**src/rtl/shift_add_mul_ctrl_if.sv**
```systemverilog
// ----------------------------------------------------------------------------
// shift_add_mul_ctrl_if
//   Request/result bundle for the shift-add multiply(-accumulate) sequencer.
//   master : issuing side (execute stage / bench)
//   slave  : sequencer
// Signals
//   flush     m->s  abort current op, no result
//   start     m->s  request, taken when start && in_ready
//   in_ready  s->m  sequencer idle
//   op_a      m->s  multiplicand (WIDTH)
//   op_b      m->s  multiplier (WIDTH)
//   acc_en    m->s  seed product with acc_in instead of zero
//   acc_in    m->s  accumulate addend (2*WIDTH)
//   out_valid s->m  result valid
//   out_ready m->s  result consumed when out_valid && out_ready
//   result    s->m  product register (2*WIDTH)
//   busy      s->m  operation in flight or awaiting handoff
// ----------------------------------------------------------------------------
interface shift_add_mul_ctrl_if #(
    parameter int unsigned WIDTH = 32
) ();
    logic                 flush;
    logic                 start;
    logic                 in_ready;
    logic [WIDTH-1:0]     op_a;
    logic [WIDTH-1:0]     op_b;
    logic                 acc_en;
    logic [2*WIDTH-1:0]   acc_in;
    logic                 out_valid;
    logic                 out_ready;
    logic [2*WIDTH-1:0]   result;
    logic                 busy;

    modport master (
        output flush, start, op_a, op_b, acc_en, acc_in, out_ready,
        input  in_ready, out_valid, result, busy
    );

    modport slave (
        input  flush, start, op_a, op_b, acc_en, acc_in, out_ready,
        output in_ready, out_valid, result, busy
    );
endinterface

```
**src/rtl/shift_add_mul_ctrl.sv**
```systemverilog
// ----------------------------------------------------------------------------
// shift_add_mul_ctrl
//   Multi-cycle unsigned multiply(-accumulate) sequencer. Radix-2, LSB first:
//   each ITER cycle conditionally adds the shifted multiplicand onto a
//   running 2*WIDTH-bit product through one shared adder.
// Ports
//   clk  in  rising-edge clock
//   rst  in  synchronous active-high reset
//   bus  slave modport of shift_add_mul_ctrl_if (handshakes, operands, result)
// Parameters
//   WIDTH      operand width, product is 2*WIDTH
//   EARLY_EXIT 1: finish once the remaining multiplier bits are zero
// ----------------------------------------------------------------------------
module shift_add_mul_ctrl #(
    parameter int unsigned WIDTH      = 32,
    parameter bit          EARLY_EXIT = 1'b1
) (
    input  logic                 clk,
    input  logic                 rst,
    shift_add_mul_ctrl_if.slave  bus
);

    localparam int unsigned PW = 2 * WIDTH;
    localparam int unsigned IW = (WIDTH > 1) ? $clog2(WIDTH) : 1;
    localparam logic [IW-1:0] LastIter = IW'(WIDTH - 1);

    typedef enum logic [1:0] {
        StIdle,
        StIter,
        StDone
    } state_e;

    state_e            r_state;
    state_e            w_state_next;

    logic [PW-1:0]     r_mcand;
    logic [WIDTH-1:0]  r_mplier;
    logic [PW-1:0]     r_prod;
    logic [IW-1:0]     r_iter;
    logic [PW-1:0]     r_result;

    logic              w_accept;
    logic [PW-1:0]     w_prod_sum;
    logic [WIDTH-1:0]  w_mplier_shr;
    logic              w_last;

    // Flush suppresses acceptance so an op can never start on a flush edge.
    assign w_accept     = bus.start && (r_state == StIdle) && !bus.flush;
    // Carry-out beyond 2*WIDTH is intentionally dropped (modular accumulate).
    assign w_prod_sum   = r_mplier[0] ? (r_prod + r_mcand) : r_prod;
    assign w_mplier_shr = r_mplier >> 1;
    assign w_last       = (r_iter == LastIter) || (EARLY_EXIT && (w_mplier_shr == '0));

    // ---------------- state register ----------------
    always_ff @(posedge clk) begin
        if (rst) begin
            r_state <= StIdle;
        end else begin
            r_state <= w_state_next;
        end
    end

    // ---------------- next-state logic ----------------
    always_comb begin
        w_state_next = r_state;
        if (bus.flush) begin
            w_state_next = StIdle;
        end else begin
            case (r_state)
                StIdle: if (w_accept) w_state_next = StIter;
                StIter: if (w_last) w_state_next = StDone;
                StDone: if (bus.out_ready) w_state_next = StIdle;
                default: w_state_next = StIdle;
            endcase
        end
    end

    // ---------------- outputs ----------------
    always_comb begin
        bus.in_ready  = (r_state == StIdle);
        bus.out_valid = (r_state == StDone);
        bus.busy      = (r_state == StIter) || (r_state == StDone);
        bus.result    = r_result;
    end

    // ---------------- datapath ----------------
    // r_result is separate from r_prod so the last product survives a new
    // accept (which reseeds r_prod) and any flush.
    always_ff @(posedge clk) begin
        if (rst) begin
            r_mcand  <= '0;
            r_mplier <= '0;
            r_prod   <= '0;
            r_iter   <= '0;
            r_result <= '0;
        end else if (!bus.flush) begin
            case (r_state)
                StIdle: begin
                    if (w_accept) begin
                        r_mcand  <= {{WIDTH{1'b0}}, bus.op_a};
                        r_mplier <= bus.op_b;
                        r_prod   <= bus.acc_en ? bus.acc_in : '0;
                        r_iter   <= '0;
                    end
                end
                StIter: begin
                    r_prod   <= w_prod_sum;
                    r_mcand  <= r_mcand << 1;
                    r_mplier <= w_mplier_shr;
                    r_iter   <= r_iter + IW'(1);
                    if (w_last) begin
                        r_result <= w_prod_sum;
                    end
                end
                default: ;
            endcase
        end
    end

endmodule

```
**src/flat_wrapper.sv**
```systemverilog
// flat-port wrapper written by rule: the top's interface ports become plain ports
module shift_add_mul_ctrl_flat 
#(
    parameter int unsigned WIDTH      = 32,
    parameter bit          EARLY_EXIT = 1'b1
)
  (clk, rst, bus_flush, bus_start, bus_op_a, bus_op_b, bus_acc_en, bus_acc_in, bus_out_ready, bus_in_ready, bus_out_valid, bus_result, bus_busy);
  shift_add_mul_ctrl_if #(.WIDTH(WIDTH)) bus_i ();
  input  logic clk;
  input  logic rst;
  input wire logic [$bits(bus_i.flush)-1:0] bus_flush;
  input wire logic [$bits(bus_i.start)-1:0] bus_start;
  input wire logic [$bits(bus_i.op_a)-1:0] bus_op_a;
  input wire logic [$bits(bus_i.op_b)-1:0] bus_op_b;
  input wire logic [$bits(bus_i.acc_en)-1:0] bus_acc_en;
  input wire logic [$bits(bus_i.acc_in)-1:0] bus_acc_in;
  input wire logic [$bits(bus_i.out_ready)-1:0] bus_out_ready;
  output wire logic [$bits(bus_i.in_ready)-1:0] bus_in_ready;
  output wire logic [$bits(bus_i.out_valid)-1:0] bus_out_valid;
  output wire logic [$bits(bus_i.result)-1:0] bus_result;
  output wire logic [$bits(bus_i.busy)-1:0] bus_busy;
  assign bus_i.flush = bus_flush;
  assign bus_i.start = bus_start;
  assign bus_i.op_a = bus_op_a;
  assign bus_i.op_b = bus_op_b;
  assign bus_i.acc_en = bus_acc_en;
  assign bus_i.acc_in = bus_acc_in;
  assign bus_i.out_ready = bus_out_ready;
  assign bus_in_ready = bus_i.in_ready;
  assign bus_out_valid = bus_i.out_valid;
  assign bus_result = bus_i.result;
  assign bus_busy = bus_i.busy;
  shift_add_mul_ctrl #(.WIDTH(WIDTH), .EARLY_EXIT(EARLY_EXIT)) u_core (.clk(clk), .rst(rst), .bus(bus_i));
endmodule
```
**config.mk**
```make
export PLATFORM = sky130hd
export DESIGN_NAME = shift_add_mul_ctrl_flat
export DESIGN_NICKNAME = d
export VERILOG_FILES = /design/src/rtl/shift_add_mul_ctrl_if.sv /design/src/rtl/shift_add_mul_ctrl.sv /design/src/flat_wrapper.sv
export SDC_FILE = /design/constraint.sdc
export NUM_CORES = 1
export LEC_CHECK = 0
export ABC_AREA = 1
export CAP_MARGIN = 10
export CORE_ASPECT_RATIO = 1.2
export CORE_UTILIZATION = 25
export DETAILED_ROUTE_END_ITERATION = 8
export PLACE_DENSITY = 0.45
export SLEW_MARGIN = 20
export SYNTH_ARGS = -nofsm -noshare
export SYNTH_HDL_FRONTEND = slang
export SYNTH_SLANG_ARGS = --single-unit
```
**constraint.sdc**
```tcl
create_clock -name clk -period 2.25 [get_ports clk]
set_input_delay 0.45 -clock clk [delete_from_list [all_inputs] [get_ports clk]]
set_output_delay 0.45 -clock clk [all_outputs]
set_load 0.02 [all_outputs]
```
==> reports/summary.txt <==
Fin worst setup slack: -0.01909 ns
Top achievable clock speed: 0.4407 GHz
CTS max path bufs: 3
Initial core utilization: 0.2523
Clock Skews: 0.01887 ns
Max Cap Viol: 0
Core area: 63190 µm²
Power share of the clock group: 0.315
Synth cell types: 40
R2r startpoint: u_core.r_mcand[0]$_SDFFE_PP0P_
Syn Area/Cell: 5.848 µm²
Async SR Flop Fraction: 0
Cell area after layout: 24880 µm²
M2 GR Usage: 0.3919
PwrDens: 627.0 nW/µm²
Pins over their slew limit: 0
Post-synth top area share: 0.2901
Max IR drop VDD: 0.4224 mV
Worst setup EP type: flip-flop
Sequential fraction of design power: 0.318
Hold_buf cts: 0
Die width: 232.5 µm
Psw: 5.542 mW
Worst slew margin: 0.4488
Mapped cell area: 15940 µm²
Final hold vios: 0
Vias/cell: 4.560
GRT Overall Usage: 0.2072
Fin nets: 3375
R2r setup slk: -0.02 ns
Critical R2R Capture: u_core.r_prod[12]$_SDFFE_PP0P_
Main flop type after synthesis: dfxtp_1
Ratio of cells with drive above 1 in the final layout: 0.3095
Failing checks: negative setup slack
Status: finished, violations left
Int Pwr: 10.06 mW
Initial antenna violation count: 0
Remaining DRCs: 0
Hold/Removal Path Class: in -> reg
Met3 Use GR: 0.02053
CTS tree: done
Slowest CP cell: fa_2
WS Path Type: reg -> reg
Gate power share: 0.367
Post-DP HPWL: 52090 µm
Switching Fraction: 0.3552
Synth Register Bits: 231
Crit-path cells: ha_4 -> fa_2 -> nand3_2 -> nand3_4 -> nand3_4 -> nand3_4 -> buf_4 -> buf_4 -> xnor2_2 -> buf_4 -> o21ai_4 -> nand2_1 -> a21oi_2
CTS Root Cell: clkbuf_16
RePlAce Congestion: 0.9424
Syn_nets: 2929
Port-buffer cells: 200
Ant diodes: 0
Critical hold path startpoint: rst
Final setup viols: 1
M1 GR Usage: 0.2452
Fin crit share: 1.008
Worst setup SP type: flip-flop
Vias: 18299
Congestion Overflow GR: 0
Biggest area consumer among synthesized cells: dfxtp_1
Starting DRC count in detailed routing: 920
Hold path endpoint: u_core.r_mplier[1]$_SDFFE_PP0P_
Post-DP Area: 21030 µm²
Avg WL per Cell: 16.99 µm
H-tree depth reported by CTS: 1
Required time worst endpoint: 2.77 ns
Crit-path leading delay family: adder cells
Die Span Y: 278.6 µm
Sequential share of the synthesized area: 0.2901
Worst Tran Pin Value: 0.8268 ns
DRT Pass-1 Iters: 5
Highest cell delay on the worst timing path: 0.39 ns
Synth warnings: 0
Area Overhead vs Synth: 56.06%
Row count: 101
First-pass GRT wire length: 104900 µm
RSZ-0062 raised after global routing: yes
Die Area: 64790 µm²
Bufs and invs on worst path: 3
Hold slack: 0.3957 ns
FF-to-FF path depth: 13
Hold depth: 5
Clk pin slew, worst setup/hold paths: 0.06 ns
Final min period: 2.269 ns
Clock Sink Count: 231
Number of global-route vias before repair: 18510
TritonCTS Buffers: 30
Leak Pwr: 11.91 nW
Crit path arrival time: 2.79 ns
Main area contributors after synthesis: dfxtp_1, nand2_1, inv_1
Antenna Nets Post-Route: 0
Routed wire length: 68200 µm
Post-synth EDFFs: 0
Largest net degree at the start of global routing: 77
CP max FO: 4
Top Usage Layer GRT: met2
Ports: 201
Synth Instances: 2726
Clk Latency, worst-skew pair: 0.60 ns
## final cells by class
class                      instances  area [µm²]
fill                            6808       38310
multi-input combinational       1960       11820
sequential                       231        4760
timing repair buffer             526        4710
inverter                         423        1597
tap                              824        1031
clock buffer                      41       863.3
clock inverter                     8       103.9
## cell families (layout without fill, tap and decap cells)
kind of cell	Yosys count	in the layout	share of synthesized area
buf+inv	535	998	0.1304
simple gates	1415	1415	0.3586
xor+xnor	32	32	0.01758
compound gates	442	442	0.1475
flops	231	231	0.2901
mux	2	2	0.001256
fa+ha+maj	69	69	0.05462
## sequential cells by signal, indices dropped and copies added (netlist names)
name / cells
u_core.bus.result: 64
u_core.r_iter: 5
u_core.r_mcand: 64
u_core.r_mplier: 32
u_core.r_prod: 64
u_core.r_state: 2
## synth_stat cells (3+ instances only)
cell type  count
a21boi_0       3
a21oi_1      177
a31oi_1       61
buf_1          7
buf_2         14
buf_6          6
clkbuf_1      83
dfxtp_1      231
ha_1          68
inv_1        416
inv_2          4
nand2_1      913
nand2_2        4
nand3_1      114
nand4_1        5
nor2_1       276
nor2_2        10
nor3_1        44
nor3_2         4
nor4_1         7
o211ai_1       4
o21ai_0      174
o21ai_1       11
o21ai_2        4
or2_2         31
xnor2_1       29
xor2_1         3
## how the worst max path moves through the flow
stage                                               to                      startpoint  slack [ns]  cells past startpoint
floorplan           u_core.bus.result[30]$_SDFFE_PP0P_   u_core.r_prod[0]$_SDFFE_PP0P_        0.16                     14
global placement    u_core.bus.result[53]$_SDFFE_PP0P_  u_core.r_prod[10]$_SDFFE_PP0P_       -0.36                     15
detailed placement  u_core.bus.result[53]$_SDFFE_PP0P_  u_core.r_prod[10]$_SDFFE_PP0P_       -0.39                     15
CTS                 u_core.bus.result[52]$_SDFFE_PP0P_  u_core.r_prod[46]$_SDFFE_PP0P_       -0.07                     17
global route        u_core.bus.result[62]$_SDFFE_PP0P_  u_core.r_mcand[0]$_SDFFE_PP0P_       -0.10                     19
finish                  u_core.r_prod[12]$_SDFFE_PP0P_  u_core.r_mcand[0]$_SDFFE_PP0P_       -0.02                     13
## layout by cell type (no fill, tap or decap), types with 9 or more instances in the layout
master / Yosys / layout
nand2_1: 913 / 703
inv_1: 416 / 391
buf_4: 2 / 291
nor2_1: 276 / 219
clkdlybuf4s50_1: 0 / 194
nand2_2: 4 / 161
o21ai_0: 174 / 157
dfxtp_1: 231 / 147
a21oi_1: 177 / 135
dfxtp_2: 0 / 72
nand3_1: 114 / 67
a31oi_1: 61 / 61
ha_4: 0 / 59
nand2_4: 0 / 51
nand3_2: 2 / 41
nor3_1: 44 / 38
nor2_2: 10 / 36
a21oi_2: 0 / 35
nor2_4: 0 / 31
or2_2: 31 / 31
clkbuf_16: 0 / 31
inv_2: 4 / 28
xnor2_1: 29 / 19
o21ai_1: 11 / 19
buf_6: 6 / 19
buf_12: 0 / 16
dfxtp_4: 0 / 12
o21ai_2: 4 / 10
xnor2_2: 0 / 9
ha_1: 68 / 9
## through the flow
step	setup TNS (ns)	instances	setup slack (ns)	power (mW)	util
6_report	-0.01909	4013	-0.01909	15.60	0.3938
3_5_place_dp	-13.67	3947	-0.3860	9.541	0.3329
3_3_place_gp	-12.74	3947	-0.3642	9.518	0.3329
2_1_floorplan	0	2726	0.1625	7.292	-
4_1_cts	-0.3290	4000	-0.07468	15.05	0.3656
5_1_grt	-1.978	4013	-0.1022	16.54	0.3938
## power by group through the flow
stage	clock, mW	sequential, mW	combinational, mW
final	4.92	4.95	5.72
after global routing	5.24	5.00	6.29
after CTS	5.08	4.87	5.10
after detailed placement	0	4.86	4.68
after global placement	0	4.85	4.67
after floorplan	0	4.78	2.51
## worst register-to-register path, delay by kind of cell (launching register included)
kind / cells / cell delay (ns)
compound gates: 2 / 0.29
xor+xnor: 1 / 0.13
fa+ha+maj: 2 / 0.56
buf+inv: 3 / 0.41
flops: 1 / 0.33
simple gates: 5 / 0.49
## layer usage
layer  share of wire  vias to the layer above
met5               0                        -
met4           0.027                        0
met3           0.029                       81
met2            0.52                      248
met1            0.42                     8556
li1                -                     9414
## repair_timing
action                                  CTS  global route
pin swaps                                29           125
resized for setup                       249           468
endpoints found under the setup margin  106           106
buffers inserted                          5            16
(Power assumes the default switching activity.)
